$ cat src/rtl/acc_reg_bank_if.sv
// acc_reg_bank_if: write/read/dump port bundle of the accumulator register bank
interface acc_reg_bank_if #(
   parameter int WIDTH  = 19,
   parameter int NUM_CH = 4
);
   localparam int CW = $clog2(NUM_CH);
   logic              en;
   logic [CW-1:0]     ch_sel;
   logic [1:0]        op;
   logic [WIDTH-1:0]  PI;
   logic [CW-1:0]     rd_sel;
   logic [WIDTH-1:0]  PO;
   logic [NUM_CH-1:0] ovf;
   logic              dump_start;
   logic              busy;
   logic              dump_valid;
   logic [CW-1:0]     dump_ch;
   logic [WIDTH-1:0]  dump_data;
   modport master (
      output en, ch_sel, op, PI, rd_sel, dump_start,
      input  PO, ovf, busy, dump_valid, dump_ch, dump_data
   );
   modport slave (
      input  en, ch_sel, op, PI, rd_sel, dump_start,
      output PO, ovf, busy, dump_valid, dump_ch, dump_data
   );
endinterface

$ cat src/rtl/acc_reg_bank.sv
// acc_reg_bank: NUM_CH saturating accumulator registers with a sequential dump streamer
module acc_reg_bank #(
   parameter int WIDTH  = 19,
   parameter int NUM_CH = 4
) (
   input logic           clk,
   input logic           rst,
   acc_reg_bank_if.slave bus
);
   localparam int CW = $clog2(NUM_CH);
   typedef enum logic {IDLE, DUMP} state_t;
   state_t           state, state_nx;
   logic [CW-1:0]    k, k_nx;
   logic [WIDTH-1:0] regs [NUM_CH];
   logic [WIDTH-1:0] cur;
   logic [WIDTH:0]   sum;
   logic             sel_ok, rd_ok;
   assign sel_ok   = {1'b0, bus.ch_sel} < (CW+1)'(NUM_CH);
   assign rd_ok    = {1'b0, bus.rd_sel} < (CW+1)'(NUM_CH);
   assign cur      = sel_ok ? regs[bus.ch_sel] : '0;
   assign sum      = {1'b0, cur} + {1'b0, bus.PI};
   assign bus.PO   = rd_ok ? regs[bus.rd_sel] : '0;
   assign bus.busy = state == DUMP;
   always_ff @(posedge clk or posedge rst) begin
      if (rst) begin
         for (int i = 0; i < NUM_CH; i++) regs[i] <= '0;
         bus.ovf <= '0;
      end else if (bus.en && sel_ok) begin
         case (bus.op)
            2'b01: begin
               regs[bus.ch_sel]    <= bus.PI;
               bus.ovf[bus.ch_sel] <= 1'b0;
            end
            2'b10: begin
               regs[bus.ch_sel] <= sum[WIDTH] ? '1 : sum[WIDTH-1:0];
               if (sum[WIDTH]) bus.ovf[bus.ch_sel] <= 1'b1;
            end
            2'b11: begin
               regs[bus.ch_sel]    <= '0;
               bus.ovf[bus.ch_sel] <= 1'b0;
            end
            default: ;
         endcase
      end
   end
   always_ff @(posedge clk or posedge rst) begin
      if (rst) begin
         state          <= IDLE;
         k              <= '0;
         bus.dump_valid <= 1'b0;
         bus.dump_ch    <= '0;
         bus.dump_data  <= '0;
      end else begin
         state          <= state_nx;
         k              <= k_nx;
         bus.dump_valid <= state == DUMP;
         if (state == DUMP) begin
            bus.dump_ch   <= k;
            bus.dump_data <= regs[k];
         end
      end
   end
   always_comb begin
      state_nx = state;
      k_nx     = k;
      if (state == IDLE) begin
         state_nx = bus.dump_start ? DUMP : IDLE;
         k_nx     = '0;
      end else begin
         state_nx = (k == CW'(NUM_CH - 1)) ? IDLE : DUMP;
         k_nx     = (k == CW'(NUM_CH - 1)) ? k : k + 1'b1;
      end
   end
endmodule

$ cat src/flat_wrapper.sv
// flat-port wrapper written by rule: the top's interface ports become plain ports
module acc_reg_bank_flat 
#(
   parameter int WIDTH  = 19,
   parameter int NUM_CH = 4
)
  (clk, rst, bus_en, bus_ch_sel, bus_op, bus_PI, bus_rd_sel, bus_dump_start, bus_PO, bus_ovf, bus_busy, bus_dump_valid, bus_dump_ch, bus_dump_data);
  acc_reg_bank_if #(.WIDTH(WIDTH), .NUM_CH(NUM_CH)) bus_i ();
  input logic clk;
  input logic rst;
  input wire logic [$bits(bus_i.en)-1:0] bus_en;
  input wire logic [$bits(bus_i.ch_sel)-1:0] bus_ch_sel;
  input wire logic [$bits(bus_i.op)-1:0] bus_op;
  input wire logic [$bits(bus_i.PI)-1:0] bus_PI;
  input wire logic [$bits(bus_i.rd_sel)-1:0] bus_rd_sel;
  input wire logic [$bits(bus_i.dump_start)-1:0] bus_dump_start;
  output wire logic [$bits(bus_i.PO)-1:0] bus_PO;
  output wire logic [$bits(bus_i.ovf)-1:0] bus_ovf;
  output wire logic [$bits(bus_i.busy)-1:0] bus_busy;
  output wire logic [$bits(bus_i.dump_valid)-1:0] bus_dump_valid;
  output wire logic [$bits(bus_i.dump_ch)-1:0] bus_dump_ch;
  output wire logic [$bits(bus_i.dump_data)-1:0] bus_dump_data;
  assign bus_i.en = bus_en;
  assign bus_i.ch_sel = bus_ch_sel;
  assign bus_i.op = bus_op;
  assign bus_i.PI = bus_PI;
  assign bus_i.rd_sel = bus_rd_sel;
  assign bus_i.dump_start = bus_dump_start;
  assign bus_PO = bus_i.PO;
  assign bus_ovf = bus_i.ovf;
  assign bus_busy = bus_i.busy;
  assign bus_dump_valid = bus_i.dump_valid;
  assign bus_dump_ch = bus_i.dump_ch;
  assign bus_dump_data = bus_i.dump_data;
  acc_reg_bank #(.WIDTH(WIDTH), .NUM_CH(NUM_CH)) u_core (.clk(clk), .rst(rst), .bus(bus_i));
endmodule
$ cat config.mk
export PLATFORM = sky130hd
export DESIGN_NAME = acc_reg_bank_flat
export DESIGN_NICKNAME = d
export VERILOG_FILES = /design/src/rtl/acc_reg_bank_if.sv /design/src/rtl/acc_reg_bank.sv /design/src/flat_wrapper.sv
export SDC_FILE = /design/constraint.sdc
export NUM_CORES = 1
export LEC_CHECK = 0
export CORE_AREA = 2 2 113 115
export DETAILED_ROUTE_END_ITERATION = 8
export DIE_AREA = 0 0 115 117
export GPL_ROUTABILITY_DRIVEN = 0
export HOLD_SLACK_MARGIN = 0.02
export PLACE_DENSITY_LB_ADDON = 0.25
export REMOVE_ABC_BUFFERS = 1
export SLEW_MARGIN = 20
export SYNTH_ARGS = -nofsm -noshare
export SYNTH_HDL_FRONTEND = slang
export SYNTH_SLANG_ARGS = --single-unit
$ cat constraint.sdc
create_clock -name clk -period 9.4 [get_ports clk]
set_clock_uncertainty 0.1 [all_clocks]
set_input_delay 1.88 -clock clk [delete_from_list [all_inputs] [get_ports clk]]
set_output_delay 1.88 -clock clk [all_outputs]
set_load 0.005 [all_outputs]
==> run metrics, run 1 <==
Power per Cell Area 283 nW/um2; critical-path maximum fanout 19; hold_buf cts 0; post-CTS sizing 0; Syn-to-layout area delta 14.9%; Final nets 770; synthesized cell area 7190 um2; critical path data arrival time 3760 ps; n_diodes 0; drt pass-1 iters 6; Longest Clk Path Bufs 2; unrepaired setup endpoints after global routing false; DP Worst Slack 3350 ps; Reg power frac 32.6%; Via density 7.05; Worst-path clk slew 70 ps; Max Cap Viol 0; initial cell density of the core 58.4%; drt wl/cell 23.4 um; largest net degree at the start of global routing 57; Die ar. 13,500 um2; final setup vio count 0; Period Utilization, post-route 61.1%; max-slew violations 0; CTS tree built; yosys warns 0; DR vias 6,158; Die Y 117 um; hold crit path type reg2reg; commonest non-fill, non-tap cells in the layout dfrtp_1, nand2_1, clkdlybuf4s50_1; Post-route DRC 0; Clock Sinks 105; Seq/Total Area, Yosys 36.5%; clock root buffer clkbuf_16; IO buf count 74; Fill cells 988; H-tree Lvls 3; total track usage 31.7%; first-pass GRT wire length 32,400 um; FMAX 0.174 GHz; max_slew headroom 24.5%; Required @ worst endpoint 7420 ps; gr ovfl total 0; Netlist cell types 68; ys flop type dfrtp_1; FFs w/ async S/R, synth 100%; measured slew at the worst slew-check pin 1130 ps; core footprint 12,300 um2; EDFF count, synth 0; Final Hold Viols 0; initial antenna violation count 0; synthesized area per cell 10.7 um2; Detailed Place HPWL 13,600 um; minimum clock period 5740 ps; Synth Register Bits 105; Psw 0.880 mW; startpoint types input pin; row count 41; Gate power share 50.8%; Int Power 1.45 mW; most common cell after layout, fill and taps aside dfrtp_1; Setup crit end kind output pin; Mapped Cells 675; vias in the first global route 6,222; CTS Buf Count 9; Max IR drop VDD 0.139 mV; setup TNS 0 ps; total setup buffers inserted after CTS 0; die width 115 um; CP Class in2out; Clock Power Share 16.6%; Switching Fraction 37.7%; io pins 75; post-route ant nets 0; Pleak 3.28 nW; initial DRC count 573; clk_lat worst skew 360 ps; share of layout cells above drive strength 1 18.1%; status complete, no violations; total wire length 20,500 um; min setup slack post-route 3660 ps
## cell usage after synthesis (8+ instances only)
library cell,count,area [um2]
o21ai_1,13,65.1
o221ai_1,39,342
xnor2_1,8,70.1
clkbuf_1,27,101
a21oi_2,8,70.1
dfrtp_1,105,2630
o21ai_0,21,105
mux4_2,57,1280
buf_2,19,95.1
nand2_1,102,383
mux2i_1,12,120
inv_1,10,37.5
mux2_2,22,248
a31oi_1,19,119
a21oi_1,25,125
nor2_1,53,199
ha_1,20,250
## kinds of logic after synthesis
family | after synthesis | synth area share [%]
buffers and inverters | 62 | 3.74
muxes | 91 | 23.0
AOI/OAI and AO/OA | 184 | 19.5
and+or+nand+nor | 203 | 12.4
adders and majority gates | 21 | 3.76
DFF | 105 | 36.5
xor gates and xnor gates | 9 | 1.10
## per-stage QoR
| step | utilization (%) | instance area (um2) | hold WS [ps] | total power, mW | cells |
|---|---|---|---|---|---|
| after detailed placement | 64.7 | 7970 | 394 | 1.94 | 859 |
| after CTS | 67.1 | 8260 | 408 | 2.33 | 874 |
| after global routing | 67.1 | 8260 | 425 | 2.48 | 874 |
| after floorplan | - | 6970 | 377 | 1.52 | 626 |
| final | 67.1 | 8260 | 406 | 2.33 | 874 |
| after global placement | 64.7 | 7970 | 389 | 1.89 | 859 |
## layout make-up
class                           instances  area [um2]  area share, %
Sequential cell                       105        2630           31.8
Inverter                               13        51.3          0.621
Clock buffer                           12         256           3.11
Timing Repair Buffer                   83         803           9.73
Tap cell                              150         188           2.27
Clock inverter                          3        40.0          0.485
Multi-Input combinational cell        508        4290           52.0
## metal layers
metal | wire length (um) | GRT usage (%)
met1 | 8170 | 41.6
met2 | 10000 | 51.6
met3 | 1720 | 7.42
met4 | 534 | 12.6
met5 | 0 | 0
## power groups by stage
| stage | sequential [mW] | clock, mW | combinational [mW] |
|---|---|---|---|
| 2_1_floorplan | 0.754 | 0 | 0.766 |
| 3_3_place_gp | 0.749 | 0 | 1.14 |
| 3_5_place_dp | 0.768 | 0 | 1.17 |
| 4_1_cts | 0.759 | 0.389 | 1.18 |
| 5_1_grt | 0.782 | 0.409 | 1.29 |
| 6_report | 0.761 | 0.387 | 1.19 |
## worst paths after layout
path | start | end | slack, ps | depth (start not counted)
min in group asynchronous | rst | u_core.bus.dump_valid | 1870 | 2
worst max register to register | flip-flop | flip-flop | 5850 | 8
worst min-delay path | u_core.bus.dump_data[5] | u_core.bus.dump_data[5] | 410 | 1
worst max-delay path | bus_rd_sel[0] | bus_PO[4] | 3660 | 4
max in group asynchronous | rst | async pin | 6180 | 3
worst min register to register | u_core.bus.dump_data[5] | u_core.bus.dump_data[5] | 410 | 1
## worst max-delay path, stage by stage
cell             delay [ps]
clkdlybuf4s50_1         450
buf_4                   380
mux4_2                  560
clkdlybuf4s50_1         480
Note: power is estimated with default switching activity, not from simulation.
==> run 2: changes to the inputs <==
--- a/config.mk
+++ b/config.mk
@@ -5,9 +5,9 @@
 export SDC_FILE = /design/constraint.sdc
 export NUM_CORES = 1
 export LEC_CHECK = 0
-export CORE_AREA = 2 2 113 115
+export CORE_AREA = 2 2 121 123
 export DETAILED_ROUTE_END_ITERATION = 8
-export DIE_AREA = 0 0 115 117
+export DIE_AREA = 0 0 123 125
 export GPL_ROUTABILITY_DRIVEN = 0
 export HOLD_SLACK_MARGIN = 0.02
 export PLACE_DENSITY_LB_ADDON = 0.25
==> constraint.sdc (replaced) <==
create_clock -name clk -period 4.64 [get_ports clk]
set_clock_uncertainty 0.1 [all_clocks]
set_input_delay 0.928 -clock clk [delete_from_list [all_inputs] [get_ports clk]]
set_output_delay 0.928 -clock clk [all_outputs]
set_load 0.005 [all_outputs]
==> run 2 against run 1 <==
  * Register-to-register slack lost 4600 ps
  * Worst setup slack worse by 3100 ps
  * Clock power up 120%
  * Combinational power rose by 110%
  * Sequential power increased by 110%
  * Sequential cell count unchanged
  * Highest routed layer unchanged
==> run metrics, run 2 (synthesis gave the netlist of run 1 again) <==
Most common cell on crit path buf_4; Final Hold Viols 0 (unchanged); DR vias 6,351 (+3.1%); post-CTS sizing 0 (unchanged); status complete, no violations; total wire length 21,600 um (+5.5%); Pwr Total 4.86 mW (+110%); Longest Clk Path Bufs 2 (unchanged); Syn-to-layout area delta 17.9%; Via density 6.86 (-2.7%); final core utilization 59.7% (-7.4 points); n_diodes 0 (unchanged); hold crit path type reg2reg; clk_lat worst skew 370 ps (about the same); hold_buf cts 0 (unchanged); DP Cell Count 910 (+5.9%); number of cells on the worst reg-to-reg path 9 (+1); critical path, cell by cell clkdlybuf4s50_1, buf_4, mux4_2, ha_1, o211ai_2, o211ai_4, nand3_2, a31oi_4, buf_4, nor2_1, o221ai_1; critical-path maximum fanout 12 (-7); Max Cap Viol 0 (unchanged); initial cell density of the core 50.6% (-7.8 points); Die ar. 15,400 um2 (+14%); vias in the first global route 6,304 (+1.3%); Detailed Place HPWL 15,000 um (+9.9%); drt wl/cell 23.3 um (-0.41%); Setup crit end kind flip-flop; Post-route DRC 0 (unchanged); Worst path top cell family by delay buffers and inverters; measured slew at the worst slew-check pin 825 ps (-308 ps); first-pass GRT wire length 34,200 um (+5.4%); row count 44 (+7.3%); share of layout cells above drive strength 1 20.4% (+2.3 points); drt pass-1 iters 6 (unchanged); CP Class in2reg; unrepaired setup endpoints after global routing false; FF-to-FF setup slack 1280 ps (-4570 ps); Required @ worst endpoint 4800 ps (-2620 ps); io pins 75 (unchanged); total track usage 29.3% (-2.4 points); Worst-path clk slew 70 ps (about the same); CTS Buf Count 9 (unchanged); final setup vio count 0 (unchanged); core footprint 14,200 um2 (+15%); post-route ant nets 0 (unchanged); H-tree Lvls 3 (unchanged); clock root buffer clkbuf_16; commonest non-fill, non-tap cells in the layout dfrtp_1, nand2_1, clkdlybuf4s50_1; Worst Setup SP bus_ch_sel[1]; FMAX 0.243 GHz; largest net degree at the start of global routing 84 (+47%); startpoint types input pin; minimum clock period 4110 ps; Period Utilization, post-route 88.7%; depth of the worst hold-timing path 1 (unchanged); Power per Cell Area 573 nW/um2 (+100%); most common cell after layout, fill and taps aside dfrtp_1; gr ovfl total 0 (unchanged); critical path data arrival time 4280 ps (+520 ps); Max stage delay on crit path 630 ps (+70 ps); Die Y 125 um (+6.8%); IO buf count 74 (unchanged); initial antenna violation count 0 (unchanged); CTS tree built; Max IR drop VDD 0.252 mV (+81%); Final nets 787 (+2.2%); die width 123 um (+7.0%); setup TNS 0 ps (unchanged); stages on the worst setup path 11 (+7); Critical path buffers and inverters 3 (unchanged); max_slew headroom 45.0% (+21 points); Pleak 3.38 nW (+3.0%); initial DRC count 904 (+58%); Fill cells 1,168 (+18%); Clock Sinks 105 (unchanged); max-slew violations 0 (unchanged); CP max stage cell clkdlybuf4s50_1; total setup buffers inserted after CTS 0 (unchanged); fin cells 926 (+5.9%)
==> run 2: worst register-to-register path, delay by kind of cell, from the launching register on <==
kind                     cells  cell delay [ps]
flip-flops                   1              430
multiplexers                 1              470
adder cells (fa/ha/maj)      2              700
XOR/XNOR                     1              430
AO/OA/AOI/OAI                5             1080
==> run 2: cell type report <==
class | instances | area (um2) | share of cell area (%)
sequential | 105 | 2630 | 31.0
tap | 184 | 230 | 2.72
multi-input combinational | 508 | 4290 | 50.6
clock buffer | 10 | 239 | 2.82
timing repair buffer | 100 | 943 | 11.1
clock inverter | 6 | 90.1 | 1.06
inverter | 13 | 53.8 | 0.635
==> run 2: through the flow <==
| stage | area, um2 | setup WS, ps | hold slack (ps) |
|---|---|---|---|
| 4_1_cts | 8470 | 568 | 411 |
| 6_report | 8480 | 525 | 406 |
| 3_3_place_gp | 8150 | 348 | 389 |
| 5_1_grt | 8480 | 246 | 421 |
| 3_5_place_dp | 8150 | 274 | 395 |
| 2_1_floorplan | 6970 | 851 | 377 |
==> run 2: worst min-delay path by stage <==
stage / from / endpoint
3_3_place_gp: u_core.bus.dump_data[2] / u_core.bus.dump_data[2]
6_report: u_core.bus.dump_data[13] / u_core.bus.dump_data[13]
5_1_grt: u_core.bus.dump_data[12] / u_core.bus.dump_data[12]
3_5_place_dp: u_core.bus.dump_data[13] / u_core.bus.dump_data[13]
2_1_floorplan: flip-flop / flip-flop
4_1_cts: u_core.bus.dump_data[13] / u_core.bus.dump_data[13]
==> run 2: layer usage <==
layer  share of wire [%]  global-route usage [%]  up-vias
met2                  47                    44.6      412
met5                   0                       0        -
met1                  39                    39.9     3125
met3                 9.6                    6.57       81
li1                    -                       -     2733
met4                 4.1                    14.1        0
==> run 2: power by group <==
part	total [mW]	switching [mW]	internal [mW]
sequential	1.57	0.332	1.24
clock	0.859	0.369	0.490
combinational	2.44	1.14	1.29
total	4.86	1.84	3.02
==> run 3: changes to the inputs <==
==> constraint.sdc (replaced) <==
create_clock -name clk -period 4.64 [get_ports clk]
set_clock_uncertainty 0.1 [all_clocks]
set_input_delay 0.696 -clock clk [delete_from_list [all_inputs] [get_ports clk]]
set_output_delay 0.696 -clock clk [all_outputs]
set_load 0.005 [all_outputs]
==> run 3 against run 2 <==
  * Register-to-register slack worse by 20 ps
  * Non-clock buffer count fell by 2
  * Critical path depth stayed put
  * Clock-buffer cell count down 1
  * Power decreased by 3.3%
  * Worst setup slack better by 85 ps
  * Highest routed layer unchanged
==> run metrics, run 3 (synthesis gave the netlist of run 1 again) <==
Pwr Total 4.70 mW (-3.3%); critical-path maximum fanout 16 (+4); Detailed Place HPWL 14,700 um (-1.7%); Power per Cell Area 561 nW/um2 (-2.3%); io pins 75 (unchanged); initial cell density of the core 50.6% (unchanged); Required @ worst endpoint 4800 ps (about the same); Pleak 3.35 nW (-1.0%); CTS Buf Count 9 (unchanged); Worst-path clk slew 70 ps (about the same); M3 GR Usage 6.02% (-0.55 points); clk_lat worst skew 360 ps (about the same); drt wl/cell 23.1 um (-0.98%); clock root buffer clkbuf_16; unrepaired setup endpoints after global routing false; total setup buffers inserted after CTS 0 (unchanged); final setup vio count 0 (unchanged); number of cells on the worst reg-to-reg path 9 (unchanged); row count 44 (unchanged); Setup crit end kind flip-flop; FMAX 0.248 GHz (+2.1%); setup TNS 0 ps (unchanged); total track usage 29.5% (+0.17 points); met1 usage 41.9% (+2.1 points); initial antenna violation count 0 (unchanged); Syn-to-layout area delta 16.7%; commonest non-fill, non-tap cells in the layout dfrtp_1, nand2_1, clkdlybuf4s50_1; Most Crowded Layer GR met2; CTS tree built; IO buf count 74 (unchanged); Final Hold Viols 0 (unchanged); status complete, no violations; share of layout cells above drive strength 1 20.1% (-0.22 points); Die Y 125 um (unchanged); Post-route DRC 0 (unchanged); post-route ant nets 0 (unchanged); Max Cap Viol 0 (unchanged); hold_buf cts 0 (unchanged); hold crit path type reg2reg; depth of the worst hold-timing path 1 (unchanged); Die ar. 15,400 um2 (unchanged); Max IR drop VDD 0.250 mV (-0.84%); measured slew at the worst slew-check pin 998 ps (+173 ps); final hold slack 409 ps (+2.65 ps); Via density 6.76 (-1.4%); post-CTS sizing 0 (unchanged); final core utilization 59.1% (-0.62 points); total wire length 21,300 um (-1.2%); Period Utilization, post-route 86.9% (-1.8 points); critical path data arrival time 4190 ps (-90 ps); startpoint types input pin; core footprint 14,200 um2 (unchanged); DR vias 6,249 (-1.6%); Longest Clk Path Bufs 2 (unchanged); first-pass GRT wire length 34,600 um (+1.2%); max_slew headroom 33.4% (-12 points); drt pass-1 iters 5 (-1); max-slew violations 0 (unchanged); n_diodes 0 (unchanged); minimum clock period 4030 ps (-84.7 ps); largest net degree at the start of global routing 79 (-6.0%); met2 Use GR 45.5% (+0.88 points); CP Class in2reg; most common cell after layout, fill and taps aside dfrtp_1; Final nets 785 (-0.25%); vias in the first global route 6,277 (-0.43%); initial DRC count 664 (-27%); die width 123 um (unchanged); gr ovfl total 0 (unchanged); H-tree Lvls 3 (unchanged); Clock Sinks 105 (unchanged)
## run 3: worst max-delay path, cell delays in order
cell and delay (ps):
clkdlybuf4s50_1 650, buf_4 300, mux4_2 340, ha_1 480
nand2_1 160, nor2_1 290, nand2_1 140, a31oi_4 480
buf_4 290, a41oi_2 80, o221ai_1 250
## run 3: final timing paths
path	from	endpoint	slack, ps
max	bus_ch_sel[1]	flip-flop	610
min	u_core.bus.dump_ch[0]	u_core.bus.dump_ch[0]	410
max reg2reg	flip-flop	flip-flop	1260
min reg2reg	u_core.bus.dump_ch[0]	u_core.bus.dump_ch[0]	410
max in group asynchronous	rst	u_core.bus.dump_data[16]	2670
min in group asynchronous	rst	u_core.bus.dump_valid	830
## run 3: area by class of cell
type	count	area, um2
repair buffers	98	916
multi-input cells	508	4290
fillers	1199	5810
clock buffers	9	225
well taps	184	230
flip-flops and latches	105	2630
clock inverters	7	46.3
inverters	13	51.3
## run 3: metal layers
layer,routed length [um],vias to the layer above,share of wire [%]
met4,426,0,2.0
met5,0,-,0
met2,10300,351,48
met3,1670,34,7.8
met1,8950,3137,42
li1,-,2727,-
## run 3: report_power, final
| group | switching, mW | internal, mW | leakage, nW |
|---|---|---|---|
| Combinational | 1.15 | 1.29 | 1.98 |
| Clock | 0.358 | 0.364 | 0.139 |
| Sequential | 0.304 | 1.24 | 1.23 |
## run 3: metrics by stage
stage,setup WS (ps),area [um2],cells
finish,610,8390,924
detailed placement,327,8120,908
global placement,446,8120,908
global route,503,8390,924
floorplan,1080,6970,626
CTS,687,8390,924
